[config.mk]
export PLATFORM = sky130hd
export DESIGN_NAME = bfp_dot_scheduler
export DESIGN_NICKNAME = d
export VERILOG_FILES = /design/src/rtl/bfp_pkg.sv /design/src/rtl/bfp_result_fifo.sv /design/src/rtl/bfp_dot_scheduler.sv
export SDC_FILE = /design/constraint.sdc
export NUM_CORES = 1
export LEC_CHECK = 0
export BUFFER_PORTS_ARGS = -buffer_cell sky130_fd_sc_hd__buf_2
export CORE_MARGIN = 3
export CORE_UTILIZATION = 25
export DETAILED_ROUTE_END_ITERATION = 6
export GPL_TIMING_DRIVEN = 0
export SKIP_LAST_GASP = 1
export SLEW_MARGIN = 10
export SYNTH_ARGS = -nofsm -noshare
export SYNTH_HDL_FRONTEND = slang
export SYNTH_SLANG_ARGS = --single-unit
[constraint.sdc]
create_clock -name clk -period 5.2 [get_ports clk]
set_clock_uncertainty 0.05 [all_clocks]
set_input_delay 0.52 -clock clk [delete_from_list [all_inputs] [get_ports clk]]
set_output_delay 0.52 -clock clk [all_outputs]
set_load 0.1 [all_outputs]
[src/rtl/bfp_pkg.sv]
// -----------------------------------------------------------------------------
// bfp_pkg
// Shared constants and types for the block-floating-point dot-product path.
//   FP16_W        : width of one FP16 element
//   BFP_RES_W     : width of the datapath's final result
//   BFP_BLOCK_LEN : elements per block (equals the SIPO depth)
//   MANT_W/EXP_W  : FP16 mantissa and exponent field widths
//   state_t       : sequencing states of the scheduler
// -----------------------------------------------------------------------------
package bfp_pkg;

  localparam int FP16_W        = 16;
  localparam int BFP_RES_W     = 32;
  localparam int BFP_BLOCK_LEN = 4;
  localparam int MANT_W        = 10;
  localparam int EXP_W         = 5;

  typedef enum logic {
    S_FILL,
    S_WAIT
  } state_t;

endpackage

[src/rtl/bfp_result_fifo.sv]
// -----------------------------------------------------------------------------
// bfp_result_fifo
// Small synchronous FIFO holding tagged dot-product results.
// Ports:
//   clk, rst_n : clock and asynchronous active-low reset
//   clear      : synchronous empty request (wins over push/pop)
//   push/pushData : write one entry (caller guarantees a free slot)
//   pop        : drop the head entry; ignored when empty
//   popData    : head entry, read straight from storage so it stays stable
//   full/empty/count : occupancy status
// -----------------------------------------------------------------------------
module bfp_result_fifo #(
  parameter  int WIDTH = 40,
  parameter  int DEPTH = 2,
  localparam int PTR_W = (DEPTH > 1) ? $clog2(DEPTH) : 1,
  localparam int CNT_W = $clog2(DEPTH + 1)
) (
  input  logic             clk,
  input  logic             rst_n,
  input  logic             clear,
  input  logic             push,
  input  logic [WIDTH-1:0] pushData,
  input  logic             pop,
  output logic [WIDTH-1:0] popData,
  output logic             full,
  output logic             empty,
  output logic [CNT_W-1:0] count
);

  logic [WIDTH-1:0] r_mem [DEPTH];
  logic [PTR_W-1:0] r_wrPtr;
  logic [PTR_W-1:0] r_rdPtr;
  logic [CNT_W-1:0] r_count;
  logic             w_doPop;

  function automatic logic [PTR_W-1:0] nextPtr(input logic [PTR_W-1:0] p);
    return (p == PTR_W'(DEPTH - 1)) ? '0 : p + PTR_W'(1);
  endfunction

  assign w_doPop = pop && (r_count != '0);

  always_ff @(posedge clk or negedge rst_n) begin
    if (!rst_n) begin
      r_wrPtr <= '0;
      r_rdPtr <= '0;
      r_count <= '0;
    end else if (clear) begin
      r_wrPtr <= '0;
      r_rdPtr <= '0;
      r_count <= '0;
    end else begin
      if (push)    r_wrPtr <= nextPtr(r_wrPtr);
      if (w_doPop) r_rdPtr <= nextPtr(r_rdPtr);
      r_count <= r_count + CNT_W'(push) - CNT_W'(w_doPop);
    end
  end

  // Storage carries no reset; the head is only meaningful while non-empty.
  always_ff @(posedge clk) begin
    if (push && !clear) r_mem[r_wrPtr] <= pushData;
  end

  assign popData = r_mem[r_rdPtr];
  assign count   = r_count;
  assign full    = (r_count == CNT_W'(DEPTH));
  assign empty   = (r_count == '0);

  // The scheduler reserves a slot before starting a block, so a push can
  // never meet a full FIFO.
  assert property (@(posedge clk) disable iff (!rst_n) !(push && full));

endmodule

[src/rtl/bfp_dot_scheduler.sv]
// -----------------------------------------------------------------------------
// bfp_dot_scheduler
// Sequences FP16 element pairs into the block-floating-point dot-product
// datapath, waits its latency and queues the tagged results.
// Ports:
//   clk, rst_n     : clock, asynchronous active-low reset
//   flush          : synchronous abort; drops partial block and queued results
//   in_valid/in_ready, in_a/in_b : element pair stream
//   dp_v1/dp_v2/dp_enable        : datapath SIPO inputs and shift enable
//   dp_result                    : datapath final result
//   out_valid/out_ready, out_data/out_idx : result stream with block index
//   busy           : block partially filled or awaiting capture
// -----------------------------------------------------------------------------
module bfp_dot_scheduler
  import bfp_pkg::*;
#(
  parameter int IN_W       = FP16_W,
  parameter int OUT_W      = BFP_RES_W,
  parameter int BLOCK_LEN  = BFP_BLOCK_LEN,
  parameter int DP_LATENCY = 1,
  parameter int OUT_DEPTH  = 2,
  parameter int IDX_W      = 8
) (
  input  logic             clk,
  input  logic             rst_n,
  input  logic             flush,
  input  logic             in_valid,
  output logic             in_ready,
  input  logic [IN_W-1:0]  in_a,
  input  logic [IN_W-1:0]  in_b,
  output logic [IN_W-1:0]  dp_v1,
  output logic [IN_W-1:0]  dp_v2,
  output logic             dp_enable,
  input  logic [OUT_W-1:0] dp_result,
  output logic             out_valid,
  input  logic             out_ready,
  output logic [OUT_W-1:0] out_data,
  output logic [IDX_W-1:0] out_idx,
  output logic             busy
);

  localparam int ELEM_W = $clog2(BLOCK_LEN + 1);
  localparam int WAIT_W = $clog2(DP_LATENCY + 1);
  localparam int CNT_W  = $clog2(OUT_DEPTH + 1);
  localparam int ENT_W  = IDX_W + OUT_W;

  state_t            r_state;
  logic [ELEM_W-1:0] r_elemCnt;
  logic [WAIT_W-1:0] r_waitCnt;
  logic [IDX_W-1:0]  r_blkIdx;

  state_t            w_nextState;
  logic [ELEM_W-1:0] w_nextElemCnt;
  logic [WAIT_W-1:0] w_nextWaitCnt;
  logic [IDX_W-1:0]  w_nextBlkIdx;
  logic              w_inReady;
  logic              w_push;
  logic              w_fifoFull;
  logic              w_fifoEmpty;
  logic [CNT_W-1:0]  w_fifoCount;
  logic [ENT_W-1:0]  w_popData;

  always_ff @(posedge clk or negedge rst_n) begin
    if (!rst_n) begin
      r_state   <= S_FILL;
      r_elemCnt <= '0;
      r_waitCnt <= '0;
      r_blkIdx  <= '0;
    end else begin
      r_state   <= w_nextState;
      r_elemCnt <= w_nextElemCnt;
      r_waitCnt <= w_nextWaitCnt;
      r_blkIdx  <= w_nextBlkIdx;
    end
  end

  // A new block may only start when a FIFO slot is free; once started, the
  // slot stays reserved because pops can only free more space.
  always_comb begin
    w_nextState   = r_state;
    w_nextElemCnt = r_elemCnt;
    w_nextWaitCnt = r_waitCnt;
    w_nextBlkIdx  = r_blkIdx;
    w_inReady     = 1'b0;
    w_push        = 1'b0;
    if (flush) begin
      w_nextState   = S_FILL;
      w_nextElemCnt = '0;
      w_nextWaitCnt = '0;
      w_nextBlkIdx  = '0;
    end else begin
      case (r_state)
        S_FILL: begin
          w_inReady = (r_elemCnt != '0) || !w_fifoFull;
          if (in_valid && w_inReady) begin
            if (r_elemCnt == ELEM_W'(BLOCK_LEN - 1)) begin
              w_nextElemCnt = '0;
              w_nextWaitCnt = WAIT_W'(DP_LATENCY - 1);
              w_nextState   = S_WAIT;
            end else begin
              w_nextElemCnt = r_elemCnt + ELEM_W'(1);
            end
          end
        end
        S_WAIT: begin
          // The final wait edge is also the capture edge.
          if (r_waitCnt != '0) begin
            w_nextWaitCnt = r_waitCnt - WAIT_W'(1);
          end else begin
            w_push       = 1'b1;
            w_nextBlkIdx = r_blkIdx + IDX_W'(1);
            w_nextState  = S_FILL;
          end
        end
        default: w_nextState = S_FILL;
      endcase
    end
  end

  // Handshake is gated by rst_n so nothing is accepted while reset is held.
  assign in_ready  = rst_n && w_inReady;
  assign dp_enable = in_valid && in_ready;
  assign dp_v1     = in_a;
  assign dp_v2     = in_b;
  assign busy      = (r_state == S_WAIT) || (r_elemCnt != '0);

  bfp_result_fifo #(
    .WIDTH (ENT_W),
    .DEPTH (OUT_DEPTH)
  ) u_fifo (
    .clk      (clk),
    .rst_n    (rst_n),
    .clear    (flush),
    .push     (w_push),
    .pushData ({r_blkIdx, dp_result}),
    .pop      (out_ready),
    .popData  (w_popData),
    .full     (w_fifoFull),
    .empty    (w_fifoEmpty),
    .count    (w_fifoCount)
  );

  assign out_valid = !w_fifoEmpty;
  assign out_data  = w_popData[OUT_W-1:0];
  assign out_idx   = w_popData[OUT_W +: IDX_W];

  assert property (@(posedge clk) disable iff (!rst_n)
                   w_fifoCount <= CNT_W'(OUT_DEPTH));

endmodule

==> reports/qor.txt, run 1 <==
Final Critical Period: 2610 ps
Netlist cell types: 31
Initial Utilization: 25.9%
CTS tree: done
Die Y-Extent: 132 µm
Final GP Congestion: 0.706
Worst setup EP type: primary output
slowest stage delay, CP: 420 ps
CTS root buf: clkbuf_16
Clock transition at path regs: 70 ps
internal power: 0.00129 W
Synth top area share: 60.1%
number of global-route vias before repair: 2538
yosys warns: 0
met1 Usage GRT: 9.91%
number of H-tree levels: 3
placed cell area: 4890 µm²
grt total ovfl: 0
GR Util met3: 4.14%
Leakage: 2.10 nW
post-synthesis sequential area ratio: 70.1%
fmax: 384 MHz
top area cells in the synthesized netlist: edfxtp_1, dfrtp_1, mux2_2, buf_4, mux2_1
Mapped Area: 4000 µm²
Bufs on Longest Clock Path: 2
Seq. cell area: 2800 µm²
slowest CP cell: buf_2
unrepaired setup endpoints after global routing: no
Post-Route WL: 7520 µm
GR Util All Layers: 8.90%
I/O pin total: 145
Worst Reg-to-Reg Cells: 4
Peak VDD IR: 0.000154 V
most used routing layer: met2
most frequent cells in the layout: buf_2, edfxtp_1, mux2_2
Tcrit/Tclk final: 50.1%
post-route ant nets: 0
cell family with most CP delay: simple AND/OR/NAND/NOR gates
port bufs: 112
Gate power share: 25.2%
clock sink count: 96
Fin. Hold Viols: 0
ANT cells: 0
CP Cell Sequence: inv_1, ha_1, and4bb_1, nor4b_2, and2_1, buf_2
Setup CP Type: flip-flop to primary output
CP Depth: 6
register-to-register setup slack: 3250 ps
nets: 438
Row Count: 45
Pwr Density: 380 nW/µm²
clock share of power: 32.0%
core area: 15400 µm²
Finished Cell Area: 5180 µm²
#FFs+latches synth: 96
layout cells sized above 1: 56.4%
first-pass GRT wire length: 12100 µm
Mapped Nets: 313
footprint of the multi-input gates: 911 µm²
Synth Instances: 239
met2 usage: 15.1%
vias per cell: 4.00
fin worst setup slack: 2590 ps
Slew headroom: 54.6%
FFs w/ async S/R, synth: 16.7%
post-CTS sizing: 0
WL/cell: 13.0 µm
clk_lat worst skew: 340 ps
ys flop type: edfxtp_1
crit path DAT: 2040 ps
Post-CTS Setup Inserts: 0
Post-synth EDFFs: 80
Avg Cell Area, Syn: 16.7 µm²
initial antenna violation count: 0
Final TNS setup: 0 ps
CP Data Required Time: 4630 ps
Max Slew Vio Count: 0
die width: 132 µm
Buf/Inv on CP: 2
Iter 0 DRT Violations: 89
CP Max Fanout: 3
largest net degree at the start of global routing: 24
NetSw: 0.000681 W
critical path launch point type: flip-flop
# hold bufs at CTS: 0
die area: 17500 µm²
total CTS buffers: 9
FILL cells: 1546
Yosys top cell by area: edfxtp_1
TritonRoute pass-1 iters: 4
max cap viols: 0
Switching Fraction: 34.6%
status: finished clean
DPL Wire Length: 5470 µm
Worst Max-Slew Pin Slew: 679 ps
worst min path class: input pin to asynchronous set/reset pin
total number of vias: 2318
area grow syn2layout: 29.6%
sequential share of power: 42.8%
remaining routing DRC violations: 0
commonest non-fill, non-tap cell in the layout: buf_2
# setup viols final: 0
pre-CTS WS: 2800 ps
-- worst reg2reg max path: cells and delay by family (launching register included) --
family / cells / cell delay [ps]
and+or+nand+nor: 2 / 750
buffers and inverters: 2 / 440
DFF: 1 / 400
-- final timing paths --
kind	from	end
min reg2reg	r_blkIdx[7]	u_fifo.r_mem[1][39]
max	r_elemCnt[0]	dp_enable
max reg2reg	r_state	u_fifo.r_mem[0][28]
min in group clk	dp_result[29]	u_fifo.r_mem[0][29]
min	rst_n	r_blkIdx[2]
max in group asynchronous	rst_n	r_elemCnt[1]
-- synthesized netlist by cell type (4+ instances only) --
cell type	number
edfxtp_1	80
dfrtp_1	16
mux2_2	34
buf_4	32
ha_1	5
buf_2	4
mux2_1	7
nor2_1	13
xnor2_1	4
xor2_1	4
nand2b_1	4
a21oi_1	4
inv_1	4
-- cell families (layout without fill, tap and decap cells) --
group                      count (synthesis)  after routing  share of synthesized area (%)
xor gates and xnor gates                   8              8                           1.75
buffers and inverters                     44            174                           7.45
and+or+nand+nor                           35             35                           5.98
muxes                                     43             43                           12.1
AOI/OAI and AO/OA                          8              8                           1.06
adders and majority gates                  5              5                           1.57
DFF                                       96             96                           70.1
-- metal layers --
metal,wire [µm],share of wire (%)
met5,0,0
met2,3730,50
met4,95,1.3
met1,2970,40
met3,726,9.7
-- state kept, by name, summed over array words and instances (netlist names) --
| register | cells |
|---|---|
| u_fifo.r_mem | 80 |
| r_blkIdx | 8 |
| r_elemCnt | 3 |
| u_fifo.count | 2 |
| r_state | 1 |
| u_fifo.r_rdPtr | 1 |
| u_fifo.r_wrPtr | 1 |
-- power by group through the flow --
stage	combinational, W	sequential (W)	clock (W)
4_1_cts	0.000502	0.000842	0.000661
3_3_place_gp	0.000498	0.000858	0
2_1_floorplan	0.000425	0.000858	0
6_report	0.000495	0.000842	0.000629
3_5_place_dp	0.000501	0.000859	0
5_1_grt	0.000516	0.000843	0.000690
-- area by class of cell --
type	count	area share (%)
Sequential cell	96	54.1
Multi-Input combinational cell	99	17.6
Timing Repair Buffer	114	11.9
Buffer	40	5.46
Tap cell	211	5.10
Clock buffer	10	4.61
Clock inverter	6	0.966
Inverter	4	0.290
-- through the flow --
| stage | util [%] | power [W] | hold slack (ps) | cells |
|---|---|---|---|---|
| final | 33.6 | 0.00197 | 46.2 | 580 |
| after detailed placement | 31.7 | 0.00136 | 424 | 564 |
| after global routing | 33.6 | 0.00205 | 55.2 | 580 |
| after global placement | 31.2 | 0.00136 | 418 | 562 |
| after floorplan | - | 0.00128 | 174 | 239 |
| after CTS | 33.6 | 0.00201 | 42.9 | 580 |
Note: power is estimated with default switching activity, not from simulation.
==> run 2: changes to the inputs <==
clock period = 2.4 ns   (was 5.2 ns; I/O delays follow)
==> reports/qor.txt, run 2 (synthesis gave the netlist of run 1 again) <==
Die Y-Extent: 132 µm (unchanged)
Final Critical Period: 2290 ps
CTS tree: done (unchanged)
Slew headroom: 57.3% (was 54.6%)
die width: 132 µm (unchanged)
# setup viols final: 0 (unchanged)
layout cells sized above 1: 56.5% (was 56.4%)
GR Util All Layers: 8.92% (was 8.90%)
Fin. Hold Viols: 0 (unchanged)
commonest non-fill, non-tap cell in the layout: buf_2 (unchanged)
Gate power share: 24.4% (was 25.2%)
post-route ant nets: 0 (unchanged)
Worst Max-Slew Pin Slew: 639 ps (was 679 ps)
initial antenna violation count: 0 (unchanged)
vias per cell: 4.05 (was 4.00)
max cap viols: 0 (unchanged)
CP Data Required Time: 2110 ps (was 4630 ps)
CP Cell Sequence: inv_1, ha_1, and4bb_1, nor4b_4, and2_4, buf_4 (was inv_1, ha_1, and4bb_1, nor4b_2, and2_1, buf_2)
total CTS buffers: 9 (unchanged)
Post-CTS Setup Inserts: 0 (unchanged)
max reg flops: 80 (unchanged)
cell family with most CP delay: simple AND/OR/NAND/NOR gates (unchanged)
Final GP Congestion: 0.759 (was 0.706)
sequential share of power: 41.2% (was 42.8%)
clk_lat worst skew: 340 ps (about the same)
NetSw: 0.00147 W (was 0.000681 W)
clock sink count: 96 (unchanged)
CP Max Fanout: 3 (unchanged)
Buf/Inv on CP: 2 (unchanged)
Peak VDD IR: 0.000306 V (was 0.000154 V)
Clock transition at path regs: 70 ps (about the same)
first-pass GRT wire length: 12300 µm (was 12100 µm)
unrepaired setup endpoints after global routing: yes (was no)
CTS root buf: clkbuf_16 (unchanged)
WL/cell: 13.3 µm (was 13.0 µm)
Leakage: 2.12 nW (was 2.10 nW)
remaining routing DRC violations: 0 (unchanged)
worst min path class: input pin to flip-flop (was input pin to asynchronous set/reset pin)
Final TNS setup: 0 ps (unchanged)
hold path depth: 1
Seq. cell area: 2800 µm² (unchanged)
critical path launch point type: flip-flop (unchanged)
clock share of power: 34.5% (was 32.0%)
internal power: 0.00296 W (was 0.00129 W)
most frequent cells in the layout: buf_2, edfxtp_1, mux2_2 (unchanged)
Worst Reg-to-Reg Cells: 4 (unchanged)
number of global-route vias before repair: 2518 (was 2538)
Iter 0 DRT Violations: 75 (was 89)
Bufs on Longest Clock Path: 2 (unchanged)
footprint of the multi-input gates: 922 µm² (was 911 µm²)
number of H-tree levels: 3 (unchanged)
I/O pin total: 145 (unchanged)
core area: 15400 µm² (unchanged)
die area: 17500 µm² (unchanged)
port bufs: 112 (unchanged)
Worst setup EP type: primary output (unchanged)
Tcrit/Tclk final: 95.4%
Worst Hold End: u_fifo.r_mem[1][3]
total number of vias: 2352 (was 2318)
final core utilization: 33.9% (was 33.6%)
hold path startpoint: dp_result[3]
Post-Route WL: 7750 µm (was 7520 µm)
Top reg by flops: u_fifo.r_mem (unchanged)
status: finished clean (unchanged)
r2r startpoint: r_state (unchanged)
Setup CP Type: flip-flop to primary output (unchanged)
DPL Wire Length: 5540 µm (was 5470 µm)
TritonRoute pass-1 iters: 4 (unchanged)
largest net degree at the start of global routing: 24 (unchanged)
FILL cells: 1541 (was 1546)
Max Slew Vio Count: 0 (unchanged)
Row Count: 45 (unchanged)
area grow syn2layout: 30.7% (was 29.6%)
crit path DAT: 2000 ps (was 2040 ps)
R2R Path End: u_fifo.r_mem[1][28] (was u_fifo.r_mem[0][28])
nets: 439 (was 438)
Switching Fraction: 33.3% (was 34.6%)
Top Registers: u_fifo.r_mem: 80 flops, r_blkIdx: 8 flops, r_elemCnt: 3 flops (unchanged)
slowest stage delay, CP: 370 ps (was 420 ps)
Initial Utilization: 25.9% (unchanged)
grt total ovfl: 0 (unchanged)
fmax: 437 MHz
ANT cells: 0 (unchanged)
register-to-register setup slack: 460 ps (was 3250 ps)
slowest CP cell: dfrtp_1 (was buf_2)
Pwr Density: 849 nW/µm² (was 380 nW/µm²)
==> run 2: area by class of cell <==
type                       instances  share of cell area, %
buffer                            40                   5.41
inverter                           4                  0.287
clock inverter                     7                   1.82
timing repair buffer             115                   11.8
clock buffer                       9                   4.31
tap                              211                   5.06
sequential                        96                   53.7
multi-input combinational         99                   17.7
==> run 2: worst max-delay path by stage <==
stage	startpoint	end	slack, ps	cells after the start
4_1_cts	r_elemCnt[0]	in_ready	60	5
3_3_place_gp	flush	u_fifo.r_mem[0][19]	-1750	4
5_1_grt	r_elemCnt[0]	dp_enable	-0.8	6
6_report	r_elemCnt[0]	dp_enable	110	6
2_1_floorplan	r_state	u_fifo.r_mem[0][0]	-440	3
3_5_place_dp	flush	u_fifo.r_mem[1][19]	290	5
==> run 2: through the flow <==
stage               std cells  instance area (µm²)  total power (W)  setup slack, ps  hold WS (ps)
finish                    581                 5220          0.00443              109          30.4
global route              581                 5220          0.00460           -0.835          17.2
CTS                       581                 5220          0.00450             57.5          12.2
detailed placement        564                 4890          0.00295              289           148
global placement          562                 4830          0.00294            -1750           140
floorplan                 239                 4010          0.00278             -442          -106
==> run 2: power by group through the flow <==
stage / Sequential (W) / Clock (W) / Combinational [W]
floorplan: 0.00186 / 0 / 0.000923
global placement: 0.00186 / 0 / 0.00108
detailed placement: 0.00186 / 0 / 0.00109
CTS: 0.00182 / 0.00159 / 0.00109
global route: 0.00183 / 0.00165 / 0.00112
finish: 0.00183 / 0.00153 / 0.00108
==> run 2: what timing repair did <==
action                     in CTS  in global routing
setup endpoints to repair       1                  1
hold buffers                    1                  0
resized for setup               1                  1
hold endpoints to repair       16                  0
==> run 2: metal layers <==
metal | track usage [%] | part of all wire, %
met5 | 0 | 0
met4 | 3.93 | 1.6
met1 | 10.2 | 41
met3 | 2.89 | 7.5
met2 | 15.2 | 50
==> run 3: changes to the inputs <==
CELL_PAD_IN_SITES_DETAIL_PLACEMENT = 0   (was not set)
CELL_PAD_IN_SITES_GLOBAL_PLACEMENT = 1   (was not set)
CTS_CLUSTER_SIZE = 25   (was not set)
PLACE_DENSITY_LB_ADDON = 0.1   (was not set)
==> reports/qor.txt, run 3 (synthesis gave the netlist of run 1 again) <==
status: finished clean (unchanged)
Fin. Hold Viols: 0 (unchanged)
Buf/Inv on CP: 2 (unchanged)
R2R Path End: u_fifo.r_mem[0][12] (was u_fifo.r_mem[1][28])
Pwr Density: 814 nW/µm² (was 849 nW/µm²)
non-filler cells, final: 581 (unchanged)
Finished Cell Area: 5170 µm² (was 5220 µm²)
Post-Route WL: 8100 µm (was 7750 µm)
met3 wire len: 467 µm (was 583 µm)
Worst Max-Slew Pin Slew: 710 ps (was 639 ps)
area grow syn2layout: 29.4% (was 30.7%)
# setup viols final: 0 (unchanged)
fmax: 452 MHz (was 437 MHz)
Bufs on Longest Clock Path: 2 (unchanged)
commonest non-fill, non-tap cell in the layout: buf_2 (unchanged)
highest routed layer: met4 (unchanged)
die area: 17500 µm² (unchanged)
cell family with most CP delay: simple AND/OR/NAND/NOR gates (unchanged)
total CTS buffers: 9 (unchanged)
met2 WL: 3920 µm (was 3860 µm)
Top Registers: u_fifo.r_mem: 80 flops, r_blkIdx: 8 flops, r_elemCnt: 3 flops (unchanged)
critical path launch point type: flip-flop (unchanged)
clk_lat worst skew: 340 ps (about the same)
clock sink count: 96 (unchanged)
Tcrit/Tclk final: 92.2% (was 95.4%)
Initial Utilization: 25.9% (unchanged)
unrepaired setup endpoints after global routing: no (was yes)
Setup CP Type: flip-flop to primary output (unchanged)
ANT cells: 0 (unchanged)
Iter 0 DRT Violations: 50 (was 75)
max cap viols: 0 (unchanged)
number of H-tree levels: 3 (unchanged)
most frequent cells in the layout: buf_2, edfxtp_1, mux2_2 (unchanged)
number of global-route vias before repair: 2419 (was 2518)
Row Count: 45 (unchanged)
Max Slew Vio Count: 0 (unchanged)
max reg flops: 80 (unchanged)
initial antenna violation count: 0 (unchanged)
Final GP Congestion: 0.685 (was 0.759)
GR Util All Layers: 9.32% (was 8.92%)
Worst Reg-to-Reg Cells: 4 (unchanged)
Top reg by flops: u_fifo.r_mem (unchanged)
largest net degree at the start of global routing: 23 (was 24)
port bufs: 112 (unchanged)
slowest stage delay, CP: 370 ps (about the same)
Worst setup EP type: primary output (unchanged)
CP Cell Sequence: inv_1, ha_1, and4bb_1, nor4b_4, and2_4, buf_6 (was inv_1, ha_1, and4bb_1, nor4b_4, and2_4, buf_4)
worst min path class: input pin to flip-flop (unchanged)
CP Max Fanout: 3 (unchanged)
layout cells sized above 1: 55.7% (was 56.5%)
first-pass GRT wire length: 12600 µm (was 12300 µm)
die width: 132 µm (unchanged)
vias per cell: 3.94 (was 4.05)
CTS tree: done (unchanged)
WL/cell: 13.9 µm (was 13.3 µm)
hold path depth: 1 (unchanged)
slowest CP cell: dfrtp_1 (unchanged)
total number of vias: 2289 (was 2352)
CP Data Required Time: 2110 ps (about the same)
Peak VDD IR: 0.000351 V (was 0.000306 V)
Post-CTS Setup Inserts: 0 (unchanged)
Die Y-Extent: 132 µm (unchanged)
Worst Hold End: u_fifo.r_mem[1][2] (was u_fifo.r_mem[1][3])
Slew headroom: 52.5% (was 57.3%)
remaining routing DRC violations: 0 (unchanged)
placed cell area: 4890 µm² (unchanged)
crit path DAT: 1920 ps (was 2000 ps)
nets: 439 (unchanged)
TritonRoute pass-1 iters: 4 (unchanged)
I/O pin total: 145 (unchanged)
Leakage: 2.08 nW (was 2.12 nW)
r2r startpoint: r_state (unchanged)
routed metal-1 wirelength: 3570 µm (was 3190 µm)
core area: 15400 µm² (unchanged)
hold path startpoint: dp_result[2] (was dp_result[3])
post-route ant nets: 0 (unchanged)
CTS root buf: clkbuf_16 (unchanged)
DPL Wire Length: 5460 µm (was 5540 µm)
Final TNS setup: 0 ps (unchanged)
Clock transition at path regs: 70 ps (about the same)
placed insts: 564 (unchanged)
register-to-register setup slack: 410 ps (was 460 ps)
Final Critical Period: 2210 ps (was 2290 ps)
grt total ovfl: 0 (unchanged)
==> run 3: cell types whose count changed in the layout (fill, tap and decap cells not counted), sizes merged <==
| cell | change |
|---|---|
| clkbuf | +2 |
| clkinv | -1 |
| clkinvlp | +1 |
| bufinv | -2 |
==> run 3: how the worst max path moves through the flow <==
stage,start,to,slack (ps),depth (start not counted)
6_report,r_elemCnt[0],dp_enable,190,6
5_1_grt,r_elemCnt[0],dp_enable,30,6
4_1_cts,r_elemCnt[0],in_ready,60,5
3_5_place_dp,flush,u_fifo.r_mem[0][19],190,5
3_3_place_gp,flush,u_fifo.r_mem[0][19],-2100,4
2_1_floorplan,r_state,u_fifo.r_mem[0][0],-440,3
==> run 3: through the flow <==
stage          total power, W  hold WS, ps  utilization [%]  worst slack (ps)
2_1_floorplan         0.00278         -106                -              -442
3_3_place_gp          0.00295          167             31.3             -2100
3_5_place_dp          0.00295          161             31.7               194
4_1_cts               0.00429         15.4             33.5              61.0
5_1_grt               0.00439         13.3             33.5              26.9
6_report              0.00421         36.2             33.5               188
==> run 3: what timing repair did <==
| item | 4_1_cts | 5_1_grt |
|---|---|---|
| endpoints found under the setup margin | 1 | 2 |
| endpoints found under the hold margin | 16 | 0 |
| pin swaps | 0 | 0 |
| hold buffers | 1 | 0 |
| resized for setup | 1 | 2 |
==> run 3: layer usage <==
layer / global-route usage [%] / up-vias
li1: - / 1093
met1: 11.4 / 1102
met2: 15.0 / 82
met3: 2.74 / 12
met4: 4.68 / 0
met5: 0 / -
==> run 3: report_power, final <==
| part | leakage, nW | switching, W | internal [W] |
|---|---|---|---|
| clock | 0.124 | 0.000604 | 0.000702 |
| sequential | 0.945 | 0.00000959 | 0.00181 |
| combinational | 1.02 | 0.000852 | 0.000229 |
| total | 2.08 | 0.00147 | 0.00275 |
==> run 3: cell type report <==
class,instances,area (µm²)
inverter,4,15.0
multi-input combinational,99,922
clock inverter,5,32.5
buffer,40,283
clock buffer,11,233
fill,1579,10300
sequential,96,2800
tap,211,264
timing repair buffer,115,619
